<file path="config.mk">
export PLATFORM = sky130hd
export DESIGN_NAME = loop_controller
export DESIGN_NICKNAME = d
export VERILOG_FILES = /design/src/rtl/loop_pkg.sv /design/src/rtl/loop_addr_gen.sv /design/src/rtl/loop_controller.sv
export SDC_FILE = /design/constraint.sdc
export NUM_CORES = 1
export LEC_CHECK = 0
export CORE_MARGIN = 4
export CORE_UTILIZATION = 66
export DETAILED_ROUTE_END_ITERATION = 10
export HOLD_SLACK_MARGIN = 0.15
export PLACE_DENSITY = 0.88
export SYNTH_ARGS = -nofsm -noshare
export SYNTH_HDL_FRONTEND = slang
export SYNTH_SLANG_ARGS = --single-unit
export TNS_END_PERCENT = 10
</file>
<file path="constraint.sdc">
create_clock -name clk -period 14.59 [get_ports clk]
set_input_delay 1.459 -clock clk [delete_from_list [all_inputs] [get_ports clk]]
set_output_delay 1.459 -clock clk [all_outputs]
set_load 0.02 [all_outputs]
</file>
<file path="src/rtl/loop_pkg.sv">
// loop_pkg: shared types and helpers for the audio looper controller.
//   - loop_state_e : FSM state encoding driven onto loop_controller.state
//   - RATE_*       : playback rate codes
//   - rate_step    : pointer advance per serviced tick for a rate code
//   - rate_div_last: last value of the tick-divide counter before an advance
// Build option: LOOP_OVERDUB_EN widens the state encoding to 3 bits and adds
// the OVERDUB state. Without it the 2-bit encoding is unchanged.
package loop_pkg;

`ifdef LOOP_OVERDUB_EN
    localparam int STATE_W = 3;

    typedef enum logic [STATE_W-1:0] {
        IDLE    = 3'd0,
        RECORD  = 3'd1,
        PLAY    = 3'd2,
        PAUSE   = 3'd3,
        OVERDUB = 3'd4
    } loop_state_e;
`else
    localparam int STATE_W = 2;

    typedef enum logic [STATE_W-1:0] {
        IDLE   = 2'd0,
        RECORD = 2'd1,
        PLAY   = 2'd2,
        PAUSE  = 2'd3
    } loop_state_e;
`endif

    localparam logic [2:0] RATE_MIN    = 3'd0;
    localparam logic [2:0] RATE_NORMAL = 3'd2;
    localparam logic [2:0] RATE_MAX    = 3'd4;

    function automatic logic [2:0] rate_step(input logic [2:0] rate_code);
        logic [2:0] step;
        case (rate_code)
            3'd3:    step = 3'd2;
            3'd4:    step = 3'd4;
            default: step = 3'd1;
        endcase
        return step;
    endfunction

    // Divided rates hold the pointer for several ticks; the counter advances
    // the pointer when it reaches this value.
    function automatic logic [1:0] rate_div_last(input logic [2:0] rate_code);
        logic [1:0] last;
        case (rate_code)
            3'd0:    last = 2'd3;
            3'd1:    last = 2'd1;
            default: last = 2'd0;
        endcase
        return last;
    endfunction

endpackage

</file>
<file path="src/rtl/loop_addr_gen.sv">
// loop_addr_gen: modular pointer stepper for loop playback (combinational).
// Ports:
//   ptr     in  ADDR_W+1  current read pointer, always < len
//   step    in  3         frames to move (1, 2 or 4)
//   len     in  ADDR_W+1  loop length in frames, at least the largest step
//   reverse in  1         1 = move backwards
//   next    out ADDR_W+1  pointer after the step, wrapped into [0, len)
module loop_addr_gen
    import loop_pkg::*;
#(
    parameter int ADDR_W = 16
) (
    input  logic [ADDR_W:0] ptr,
    input  logic [2:0]      step,
    input  logic [ADDR_W:0] len,
    input  logic            reverse,
    output logic [ADDR_W:0] next
);

    logic [ADDR_W:0] step_ext;
    logic [ADDR_W:0] fwd;

    always_comb begin
        step_ext = (ADDR_W+1)'(step);
        fwd      = ptr + step_ext;
        next     = fwd;
        if (reverse) begin
            // ptr < len <= 2^ADDR_W, so ptr + len never exceeds ADDR_W+1 bits.
            if (ptr < step_ext) begin
                next = ptr + len - step_ext;
            end else begin
                next = ptr - step_ext;
            end
        end else if (fwd >= len) begin
            next = fwd - len;
        end
    end

endmodule

</file>
<file path="src/rtl/loop_controller.sv">
// loop_controller: record/play/pause sequencer for the audio looper.
// Turns button pulses and the per-frame codec strobe into sample-memory
// address and read/write strobes shared by both looper channels, and keeps
// playback rate, direction and loop length.
// Ports:
//   clk, reset_n          clock, asynchronous active-low reset
//   clear                 abandon loop, back to IDLE (beats every other input)
//   btn                   advances the FSM
//   sample_tick           one pulse per codec frame
//   speed_up, slow_down   rate code +1 / -1 (saturating)
//   reverse               level, 1 = play backwards
//   overdub               toggles PLAY/OVERDUB (LOOP_OVERDUB_EN only)
//   mem_addr, mem_we, mem_re  sample memory access, one-cycle strobes
//   state, loop_len, rate, overflow  status, all registered
// Build option: LOOP_OVERDUB_EN adds the overdub input and OVERDUB state.
//
// state   | meaning
// IDLE    | no loop; waiting for btn to start recording
// RECORD  | writing one frame per tick at wr_ptr
// PLAY    | reading one frame per tick at rd_ptr, advancing by rate
// PAUSE   | no strobes, rd_ptr held
// OVERDUB | read then write back at rd_ptr each tick, rate forced normal
module loop_controller
    import loop_pkg::*;
#(
    parameter int ADDR_W  = 16,
    parameter int MIN_LEN = 4
) (
    input  logic               clk,
    input  logic               reset_n,
    input  logic               clear,
    input  logic               btn,
    input  logic               sample_tick,
    input  logic               speed_up,
    input  logic               slow_down,
    input  logic               reverse,
`ifdef LOOP_OVERDUB_EN
    input  logic               overdub,
`endif
    output logic [ADDR_W-1:0]  mem_addr,
    output logic               mem_we,
    output logic               mem_re,
    output logic [STATE_W-1:0] state,
    output logic [ADDR_W:0]    loop_len,
    output logic [2:0]         rate,
    output logic               overflow
);

    localparam logic [ADDR_W:0] ONE       = (ADDR_W+1)'(1);
    localparam logic [ADDR_W:0] MEM_DEPTH = ONE << ADDR_W;
    localparam logic [ADDR_W:0] LAST_ADDR = MEM_DEPTH - ONE;
    localparam logic [ADDR_W:0] MIN_LEN_V = (ADDR_W+1)'(MIN_LEN);

    loop_state_e     st;
    logic [ADDR_W:0] wr_ptr;
    logic [ADDR_W:0] rd_ptr;
    logic [ADDR_W:0] rd_ptr_nxt;
    logic [ADDR_W:0] rec_len;
    logic [2:0]      rate_q;
    logic [2:0]      rate_nxt;
    logic            rate_chg;
    logic [1:0]      div_cnt;
    logic            advance;
    logic            play_tick;
    logic [2:0]      adv_step;
`ifdef LOOP_OVERDUB_EN
    logic            pending_wr;
`endif

    assign state = st;

    always_comb begin
        rate_nxt = rate_q;
        if (speed_up && !slow_down && rate_q != RATE_MAX) begin
            rate_nxt = rate_q + 3'd1;
        end else if (slow_down && !speed_up && rate_q != RATE_MIN) begin
            rate_nxt = rate_q - 3'd1;
        end
    end

    assign rate_chg  = (rate_nxt != rate_q);
    assign play_tick = (st == PLAY) && sample_tick;
    assign advance   = (div_cnt == rate_div_last(rate_q));
    // A take's length includes a frame written in the same cycle as btn.
    assign rec_len   = wr_ptr + (ADDR_W+1)'(sample_tick);

`ifdef LOOP_OVERDUB_EN
    // The overdub write-back always moves one frame, whatever the stored rate.
    assign adv_step = pending_wr ? 3'd1 : rate_step(rate_q);
`else
    assign adv_step = rate_step(rate_q);
`endif

    loop_addr_gen #(
        .ADDR_W (ADDR_W)
    ) u_addr_gen (
        .ptr     (rd_ptr),
        .step    (adv_step),
        .len     (loop_len),
        .reverse (reverse),
        .next    (rd_ptr_nxt)
    );

    always_ff @(posedge clk or negedge reset_n) begin
        if (!reset_n) begin
            st         <= IDLE;
            wr_ptr     <= '0;
            rd_ptr     <= '0;
            loop_len   <= '0;
            rate_q     <= RATE_NORMAL;
            rate       <= RATE_NORMAL;
            div_cnt    <= '0;
            overflow   <= 1'b0;
            mem_we     <= 1'b0;
            mem_re     <= 1'b0;
            mem_addr   <= '0;
`ifdef LOOP_OVERDUB_EN
            pending_wr <= 1'b0;
`endif
        end else if (clear) begin
            st         <= IDLE;
            wr_ptr     <= '0;
            rd_ptr     <= '0;
            loop_len   <= '0;
            rate_q     <= RATE_NORMAL;
            rate       <= RATE_NORMAL;
            div_cnt    <= '0;
            overflow   <= 1'b0;
            mem_we     <= 1'b0;
            mem_re     <= 1'b0;
            mem_addr   <= '0;
`ifdef LOOP_OVERDUB_EN
            pending_wr <= 1'b0;
`endif
        end else begin
            mem_we <= 1'b0;
            mem_re <= 1'b0;
            rate_q <= rate_nxt;
`ifdef LOOP_OVERDUB_EN
            rate   <= (st == OVERDUB) ? RATE_NORMAL : rate_nxt;
`else
            rate   <= rate_nxt;
`endif

            // The advance decision uses the rate in force at this tick; a
            // simultaneous rate change still restarts the divide count.
            if (rate_chg) begin
                div_cnt <= '0;
            end else if (play_tick) begin
                div_cnt <= advance ? 2'd0 : div_cnt + 2'd1;
            end

            case (st)
                IDLE: begin
                    if (btn) begin
                        st     <= RECORD;
                        wr_ptr <= '0;
                    end
                end

                RECORD: begin
                    if (sample_tick) begin
                        mem_we   <= 1'b1;
                        mem_addr <= wr_ptr[ADDR_W-1:0];
                        wr_ptr   <= wr_ptr + ONE;
                    end
                    if (sample_tick && wr_ptr == LAST_ADDR) begin
                        st       <= PLAY;
                        loop_len <= MEM_DEPTH;
                        overflow <= 1'b1;
                        rd_ptr   <= reverse ? LAST_ADDR : '0;
                    end else if (btn) begin
                        if (rec_len >= MIN_LEN_V) begin
                            st       <= PLAY;
                            loop_len <= rec_len;
                            rd_ptr   <= reverse ? rec_len - ONE : '0;
                        end else begin
                            st       <= IDLE;
                            loop_len <= '0;
                        end
                    end
                end

                PLAY: begin
                    if (sample_tick) begin
                        mem_re   <= 1'b1;
                        mem_addr <= rd_ptr[ADDR_W-1:0];
                        if (advance) begin
                            rd_ptr <= rd_ptr_nxt;
                        end
                    end
                    if (btn) begin
                        st <= PAUSE;
                    end
`ifdef LOOP_OVERDUB_EN
                    else if (overdub) begin
                        st   <= OVERDUB;
                        rate <= RATE_NORMAL;
                    end
`endif
                end

                PAUSE: begin
                    if (btn) begin
                        st <= PLAY;
                    end
                end

`ifdef LOOP_OVERDUB_EN
                OVERDUB: begin
                    if (sample_tick) begin
                        mem_re     <= 1'b1;
                        mem_addr   <= rd_ptr[ADDR_W-1:0];
                        pending_wr <= 1'b1;
                    end
                    if (btn) begin
                        st   <= PAUSE;
                        rate <= rate_nxt;
                    end else if (overdub) begin
                        st   <= PLAY;
                        rate <= rate_nxt;
                    end
                end
`endif

                default: st <= IDLE;
            endcase

`ifdef LOOP_OVERDUB_EN
            // Write-back one cycle after the overdub read, to the address
            // still held on mem_addr; it completes even if the state changed.
            if (pending_wr) begin
                mem_we     <= 1'b1;
                pending_wr <= 1'b0;
                rd_ptr     <= rd_ptr_nxt;
            end
`endif
        end
    end

endmodule

</file>
* After elaboration in Yosys (flattened, before gate mapping)
Cells that the tools add are included.
** Storage, ports and cells
- Register bits :: 77
- Output and inout bits :: 41
- Word-level logic and storage cells :: 115
** Cells by class
- Add/sub/neg operators :: 11
- Magnitude comparators :: 3
- Equal/unequal tests :: 18
- Multiplexer cells :: 50
- Reduce and logical (&&, ||, !) cells :: 23
** Operators by type and width (count)
- two-way mux 17 bit :: 18
- case mux 17 bit (2 select lines) :: 2
- two-way mux 16 bit :: 4
- subtractor 17 x 3 -> 17 bit :: 2
- case mux 16 bit (2 select lines) :: 1
- two-way mux 2 bit :: 11
- != test 3 bit (second input constant) :: 7
- adder 17 x 1 -> 17 bit :: 1
- adder 17 x 1 -> 17 bit (second input constant) :: 1
- adder 17 bit :: 1
- adder 17 x 3 -> 17 bit :: 1
- equality test 17 x 16 -> 1 bit (second input constant) :: 1
- greater-or-equal comparator 17 bit :: 1
- greater-or-equal comparator 17 x 3 -> 1 bit (second input constant) :: 1
- less-than comparator 17 x 3 -> 1 bit :: 1
- subtractor 17 x 1 -> 17 bit (second input constant) :: 1
- subtractor 17 bit :: 1
- nonzero test 3 bit :: 5
- two-way mux 3 bit :: 3
- two-way mux 1 bit :: 8
- != test 4 bit (second input constant) :: 2
- case mux 2 bit (4 select lines) :: 1
- logical AND 1 bit :: 6
- case mux 3 bit (2 select lines) :: 1
- 19 further kinds :: 24

* Depth between registers and ports, before layout
Gate-level depths: netlist of the first run.
- Depth in word-level cells :: 10
- Mapped depth :: 21
- Mapped depth without buffers :: 20

* Cells and area by module
Synthesis of the first run repeated with hierarchy kept, for this count alone.
** Second synthesis, totals
- Cell total of the unflattened synthesis :: 1016
- Area total of the unflattened synthesis :: 8081.5 um^2
** By module, submodules not included
- loop_controller :: times used 1, cells each 537, area an instance 4850.9 um^2, sequential area each 1928.1 um^2
- loop_addr_gen :: times used 1, cells each 479, area an instance 3230.6 um^2, sequential area each 0.0 um^2

* Least setup slack after synthesis of the first run
Ideal clock, no wire load.
- Path kind :: reg-to-reg
- Start point :: register rate_q[2]
- End point :: register rd_ptr[10]
- Library setup time :: 0.127 ns
- Arrival time :: 4.601 ns
- Required time :: 14.463 ns
- Setup slack :: 9.862 ns
- Stages on the path, launching flop included :: 22
- Buffers on the path :: 3
- Cells stage by stage :: dfrtp_1 -> clkbuf_1 -> inv_1 -> ha_1 -> inv_1 -> ha_1 -> nor2b_1 -> o21bai_1 -> a211oi_1 -> nand4_1 -> xnor2_1 -> ha_1 -> clkbuf_1 -> nand2_1 -> and2_0 -> a31oi_1 -> o31ai_1 -> o21ai_1 -> buf_2 -> mux2_2 -> a21oi_1 -> o22ai_1
** Between the ends
- Word-level cells in the longest chain between the ends :: 10
** Ends and longest elaborated chain
- start, declared :: line loop_controller.sv:59 : logic [2:0] rate_q;
- start signal, assigned :: line loop_controller.sv:138 : rate_q <= rate_nxt;
- equality test 3 bit / equality test 3 x 2 -> 1 bit (equally long branches) :: line loop_pkg.sv:37 : case (rate_code)
- case mux 3 bit (2 select lines) :: line loop_pkg.sv:37
- adder 17 x 3 -> 17 bit :: line loop_addr_gen.sv:25 : fwd = ptr + step_ext;
- subtractor 17 bit / greater-or-equal comparator 17 bit (equally long branches) :: line loop_addr_gen.sv:35, loop_addr_gen.sv:34
- two-way mux 17 bit :: line loop_addr_gen.sv:34 : end else if (fwd >= len) begin
- two-way mux 17 bit :: line loop_addr_gen.sv:27 : if (reverse) begin
- two-way mux 17 bit :: line loop_controller.sv:188 : if (advance) begin
- two-way mux 17 bit :: line loop_controller.sv:185 : if (sample_tick) begin
- case mux 17 bit (2 select lines) :: line loop_controller.sv:153 : case (st)
- two-way mux 17 bit :: line loop_controller.sv:120 : end else if (clear) begin
- end signal, assigned :: line loop_controller.sv:171 : rd_ptr <= reverse ? LAST_ADDR : '0;
- end signal, assigned :: line loop_controller.sv:176 : rd_ptr <= reverse ? rec_len - ONE : '0;
- end signal, assigned :: line loop_controller.sv:189 : rd_ptr <= rd_ptr_nxt;
- end, declared :: line loop_controller.sv:56 : logic [ADDR_W:0] rd_ptr;
Parallel ways exist; a longest one is shown, timed or not. The select of a mux whose other input is x is not followed.
A chain may end at the register's enable or synchronous reset.

* Worst setup path after layout of the first run
- Start point :: register rate_q[1]
- End point :: register rd_ptr[9]
Same word-level chain as after synthesis.

==> summary.md, run 1 <==
| Metric | Value |
|---|---|
| Status | `finished clean` |
| Flops & latches, synth | `a little under 80` |
| RSZ-0062 raised after global routing | `no` |
| Fin cells | `between 1,000 and 1,500` |
| Setup ws final | `slightly above 9 ns` |
| Total power | `between 0.8 and 0.9 mW` |
| Avg Inst Size Synth | `8.06 um2` |
| Port bufs | `48` |
| Setup Crit Path Kind | `reg -> reg` |
| Post-DP Area | `between 8000 and 9000 um2` |
| Num CTS Buffers | `9` |
| Cell breakdown of the critical path | `inv_1, ha_1, mux2i_1, ha_1, inv_1, fa_1, o21bai_1, nand3_1, nor2_1, nand3_1, xnor2_1, ha_1, a21oi_1, o21a_1, o311ai_0, o31ai_1, o21ai_2, buf_4, mux2_2, a2111oi_0, a211oi_1` |
| Reg clk slew, reported paths | `roughly 0.07 ns` |
| Sequential area share after synthesis | `0.241` |
| Vias in the first global route | `just over 7,000` |
| GRT Residual Overflow | `0` |
| Die area | `13,900 um2` |
| Clk_lat worst skew | `approximately 0.35 ns` |
| Share of cells above drive strength 1 | `0.0637` |
| Actual slew at the worst max-slew pin | `~1.1 ns` |
| Sink Count | `77` |
| Critical Path RT | `14.80 ns` |
| Antenna violations before repair | `0` |
| Max_slew headroom | `0.246` |
| CTS H-Tree Depth | `3` |
| Fillers | `approximately 870` |
| VDD IR max | `roughly 0.10 mV` |
| Cell area after synthesis | `between 8000 and 9000 um2` |
| I/O Pins | `49` |
| # setup viols final | `0` |
| Worst Skew | `around 0.0061 ns` |
| Commonest non-fill, non-tap cell in the layout | `nand2_1` |
| Final slew viol count | `0` |
| Core ar. | `~12,000 um2` |
| Nets@finish | `between 1,000 and 1,500` |
| Clock Path Buffers | `2` |
| # rows | `39` |
| Crit path capture type | `flop` |
| Post-synth EDFFs | `0` |
| Top_reg_cell synth | `dfrtp_1` |
| Root Buffer | `clkbuf_16` |
| Crit-path max FO | `24` |
| Fin area | `just under 9000 um2` |
| Hold/Removal Path Class | `reg -> reg` |
| Max Freq | `187 MHz` |
| 1st-iter DRT viols | `940` |
| Inserted Diodes | `0` |
| Most frequent cells in the layout | `nand2_1 (96), inv_1 (88), dfrtp_1 (76)` |
| Syn Inst Count | `between 900 and 1,000` |
| Post-CTS setup buffers | `0` |
| First-pass GRT wire length | `between 30,000 and 40,000 um` |
| P per Cell Area | `93.6 nW/um2` |
| Detailed placement HPWL | `17,300 um` |
| GRT Total Usage | `0.327` |
| Post-CTS Resized | `0` |
| Routed via count | `~7,700` |
| Setup TNS | `0 ns` |
| Cell family with most CP delay | `compound AO/OA/AOI/OAI gates` |
| Critical Path Max Stage Delay | `approximately 0.54 ns` |
| Met1 Track Usage GR | `0.439` |
| GR peak layer | `met2` |
| DIE WIDTH | `roughly 120 um` |
| Slowest cell on crit path | `dfstp_2` |
| Total Wirelength | `about 23,000 um` |
| Startpoint types | `flop` |
| Cells after DPL | `around 1,100` |
| Ys async rst share | `1.00` |
| Final GP Congestion | `1.01` |
| Yosys warnings | `0` |
| Detail Route Antenna Nets | `0` |
| Dpl ws | `approximately 9.3 ns` |
| M3 GR Usage | `0.0577` |
| TritonRoute pass-1 iters | `6` |
| P_leak | `approximately 3.6 nW` |
| Die outline height | `around 120 um` |
| CTS tree | `built` |
| Hold violation count in the final report | `0` |
| Syn nets | `1,071` |
| Initial Util | `0.686` |
| Tcrit/Tclk final | `0.366` |
| DR vias/cell | `between 6 and 7` |
| Maximum number of pins on one net before global-route repair | `78` |
| Synth unique cells | `between 80 and 90` |
| DRC errors left | `0` |
| Fin crit period | `roughly 5.3 ns` |
| Met2 GRT Util | `0.514` |
| CP Data Arrival Time | `around 5.6 ns` |
| Maxcap violations | `0` |
| # hold bufs at CTS | `0` |
| CP bufs+invs | `3` |
| Area Growth Syn to Fin | `9.09%` |
| Most used cell along the critical path | `ha_1` |
| WL/cell | `around 20 um` |
==> state kept, by name, indices dropped and copies added, names as in the netlist, 2 cells and up <==
register / count
loop_len: 17
rd_ptr: 17
wr_ptr: 17
mem_addr: 16
rate_q: 3
div_cnt: 2
state: 2
==> worst min-delay path, stage by stage (launching register included) <==
cell and delay [ns]:
dfrtp_1 0.34, nand2_1 0.05, o31ai_1 0.05
==> cell families after synthesis <==
kind of cell | after synthesis | synth area share
buffers and inverters | 147 | 0.0759
and+or+nand+nor | 305 | 0.202
AOI/OAI and AO/OA | 279 | 0.235
DFF | 77 | 0.241
muxes | 28 | 0.0358
adders and majority gates | 70 | 0.115
xor gates and xnor gates | 87 | 0.0952
==> power breakdown <==
part / leakage (nW) / total (mW) / internal [mW] / switching, mW
clock network: 0.146 / 0.222 / 0.120 / 0.102
logic: 2.40 / 0.358 / 0.145 / 0.213
registers: 1.06 / 0.236 / 0.220 / 0.0160
total: 3.60 / 0.817 / 0.485 / 0.332
==> area by class of cell <==
type,count,area [um2],share of cell area
tap,143,179,0.0205
clock buffer,9,225,0.0258
inverter,88,330,0.0378
sequential,77,1930,0.221
timing repair buffer,54,523,0.0599
clock inverter,7,67.6,0.00774
multi-input combinational,769,5470,0.627
==> synthesized netlist by cell type (all sizes together) (11+ instances only) <==
master,n,area [um2]
o31ai,22,165
clkbuf,37,140
nor3,19,111
buf,22,136
o21ai,70,365
a21o,11,83.8
a21oi,58,290
ha,64,801
nand2,96,360
xnor2,63,552
nand3,29,155
mux2i,23,230
a31oi,17,106
nor4,20,201
nand4,19,144
dfrtp,76,1900
a211oi,17,133
o21a,11,82.6
xor2,24,210
inv,88,330
nor2,68,258
==> stage by stage <==
stage               hold WS [ns]  utilization
floorplan                  0.492            -
global placement           0.460        0.723
detailed placement         0.466        0.723
CTS                        0.481        0.748
global route               0.509        0.748
finish                     0.477        0.748
==> worst paths after layout <==
kind | startpoint | endpoint | slack [ns] | cells after the start
max | rate_q[1] | rd_ptr[9] | 9.25 | 21
min | mem_addr[6] | mem_addr[6] | 0.48 | 2
max reg2reg | rate_q[1] | rd_ptr[9] | 9.25 | 21
min reg2reg | mem_addr[6] | mem_addr[6] | 0.48 | 2
max in group asynchronous | reset_n | wr_ptr[15] | 12.67 | 1
min in group asynchronous | reset_n | mem_we | 1.26 | 1
==> routing by layer <==
metal	vias up	share of wire
met5	-	0
met4	0	0.048
met3	85	0.083
met2	434	0.46
met1	3579	0.41
li1	3595	-
No activity file was read; power rests on OpenSTA's default activity.
==> inputs of run 2 (changes only) <==
--- a/config.mk
+++ b/config.mk
@@ -6,10 +6,10 @@
 export NUM_CORES = 1
 export LEC_CHECK = 0
 export CORE_MARGIN = 4
-export CORE_UTILIZATION = 66
+export CORE_UTILIZATION = 56
 export DETAILED_ROUTE_END_ITERATION = 10
 export HOLD_SLACK_MARGIN = 0.15
-export PLACE_DENSITY = 0.88
+export PLACE_DENSITY = 0.8
 export SYNTH_ARGS = -nofsm -noshare
 export SYNTH_HDL_FRONTEND = slang
 export SYNTH_SLANG_ARGS = --single-unit
==> constraint.sdc (replaced) <==
create_clock -name clk -period 4.8 [get_ports clk]
set_input_delay 0.48 -clock clk [delete_from_list [all_inputs] [get_ports clk]]
set_output_delay 0.48 -clock clk [all_outputs]
set_load 0.02 [all_outputs]
==> run 2 against run 1 <==
Via count up 2.8%. Sequential cell count unchanged. Hold slack worse by 0.17 ns. Critical path depth up 1. Critical path type unchanged. Global-route usage down 2.9 points. Power rose to 3.4 times the previous value. Combinational power rose to 3.4 times the previous value. Die area up 17%. Register-to-register slack worse by 9.1 ns.
==> summary.md, run 2 (same netlist as run 1, synthesis figures left out) <==
| Metric | Value |
|---|---|
| Routed via count | `7,908` |
| Final GP Congestion | `1.00` |
| Detail Route Antenna Nets | `0` |
| Tcrit/Tclk final | `0.975` |
| Final Hold Slack | `approximately 0.31 ns` |
| Setup ws final | `about 0.12 ns` |
| Root Buffer | `clkbuf_16` |
| Share of cells above drive strength 1 | `0.120` |
| Maxcap violations | `0` |
| First-pass GRT wire length | `~39,000 um` |
| Slowest cell on crit path | `dfstp_2` |
| Vias in the first global route | `7,329` |
| Critical Path RT | `5.02 ns` |
| Cell breakdown of the critical path | `inv_1, ha_1, mux2i_2, ha_2, inv_1, fa_2, o21bai_4, buf_4, buf_4, buf_4, nand2_1, xnor2_2, ha_4, o21a_1, o31a_1, o31a_1, o41ai_2, buf_4, nor2_1, o311a_1, a211oi_1, o211ai_1` |
| CTS tree | `built` |
| TritonRoute pass-1 iters | `6` |
| Setup TNS | `0 ns` |
| Maximum number of pins on one net before global-route repair | `78` |
| I/O Pins | `49` |
| Sink Count | `slightly below 80` |
| Post-DP Area | `8680 um2` |
| GRT Total Usage | `0.298` |
| Port bufs | `48` |
| Hold violation count in the final report | `0` |
| Clock Path Buffers | `2` |
| Die outline height | `roughly 130 um` |
| Crit-path max FO | `4` |
| Clk_lat worst skew | `around 0.35 ns` |
| DR vias/cell | `~6.5` |
| DRC errors left | `0` |
| Num CTS Buffers | `9` |
| P per Cell Area | `around 300 nW/um2` |
| GRT Residual Overflow | `0` |
| # setup viols final | `0` |
| Cells after DPL | `between 1,000 and 1,500` |
| Die area | `between 15,000 and 20,000 um2` |
| Detailed placement HPWL | `roughly 18,000 um` |
| Worst Skew | `just under 0.008 ns` |
| Commonest non-fill, non-tap cell in the layout | `nand2_1` |
| 1st-iter DRT viols | `roughly 940` |
| RSZ-0062 raised after global routing | `yes` |
| Area Growth Syn to Fin | `15.9%` |
| Setup Crit Path Kind | `reg -> reg` |
| Largest registers | `loop_len: 17 flops, rd_ptr: 17 flops, wr_ptr: 17 flops` |
| Max Freq | `approximately 210 MHz` |
| Core ar. | `about 14,000 um2` |
| # hold bufs at CTS | `0` |
| Initial Util | `0.574` |
| Status | `finished clean` |
| Inserted Diodes | `0` |
| P_leak | `around 3.8 nW` |
| Startpoint types | `flop` |
| CTS H-Tree Depth | `3` |
| Nets@finish | `approximately 1,100` |
| Antenna violations before repair | `0` |
| Total Wirelength | `between 20,000 and 25,000 um` |
| WL/cell | `approximately 20 um` |
| Actual slew at the worst max-slew pin | `about 1.2 ns` |
| Hold/Removal Path Class | `in -> async` |
| Critical Path Max Stage Delay | `0.54 ns` |
| DIE WIDTH | `128 um` |
| Reg clk slew, reported paths | `0.07 ns` |
| Dpl ws | `-0.165 ns` |
| Final slew viol count | `0` |
| VDD IR max | `0.188 mV` |
| Fin cells | `around 1,200` |
| Fin area | `between 9000 and 10,000 um2` |
| Most frequent cells in the layout | `nand2_1 (96), inv_1 (88), dfrtp_1 (76)` |
| # rows | `43` |
| Fin crit period | `4.68 ns` |
| Most used cell along the critical path | `buf_4` |
| Max_slew headroom | `0.204` |
| CP Data Arrival Time | `4.91 ns` |
| Crit path capture type | `flop` |
run 2: cell count changes in the layout (fill, tap and decap cells not counted), sizes merged:
cell | before | now
buf | 7 | 40
bufinv | 0 | 3
clkbuf | 9 | 10
clkinv | 2 | 1
inv | 93 | 90
run 2: report_power, final:
part	internal, mW	leakage (nW)	switching (mW)
registers	0.669	1.06	0.0461
clock network	0.515	0.169	0.297
logic	0.512	2.61	0.698
run 2: critical path: cells and delay by family, from the launching register on:
kind | cells | cell delay [ns]
buffers and inverters | 6 | 0.63
multiplexers | 1 | 0.19
flip-flops | 1 | 0.54
AO/OA/AOI/OAI | 8 | 1.72
AND/OR/NAND/NOR | 2 | 0.15
adder cells (fa/ha/maj) | 4 | 1.06
XOR/XNOR | 1 | 0.26
run 2: through the flow:
stage	util	power (mW)
finish	0.665	2.74
CTS	0.651	2.66
floorplan	-	1.53
detailed placement	0.623	1.84
global placement	0.623	1.83
global route	0.665	2.89
run 2: cell type report:
type                    count  area (um2)
repair buffers             87         774
clock buffers              10         229
clock inverters             6         119
multi-input cells         769        5670
well taps                 180         225
fillers                  1142        4660
inverters                  88         330
flip-flops and latches     77        1930
run 2: repair_timing:
action	in CTS	in global routing
endpoints found under the setup margin	15	17
gates resized for setup	6	34
setup buffers	3	4
pin swaps	3	12
run 2: final timing paths:
kind	slack, ns	cells past startpoint	end	startpoint
max	0.12	22	rd_ptr[14]	rate_q[1]
max reg2reg	0.12	22	rd_ptr[14]	rate_q[1]
min reg2reg	0.48	2	mem_addr[10]	mem_addr[10]
max in group asynchronous	3.86	1	loop_len[5]	reset_n
min	0.31	1	mem_we	reset_n
min in group clk	0.48	2	mem_addr[10]	mem_addr[10]
run 2: metal layers:
metal | GRT usage | wire length [um] | vias to the layer above
met4 | 0.132 | 1090 | 0
met3 | 0.0418 | 1960 | 98
met5 | 0 | 0 | -
met1 | 0.406 | 10100 | 3744
li1 | - | - | 3654
met2 | 0.470 | 11200 | 412
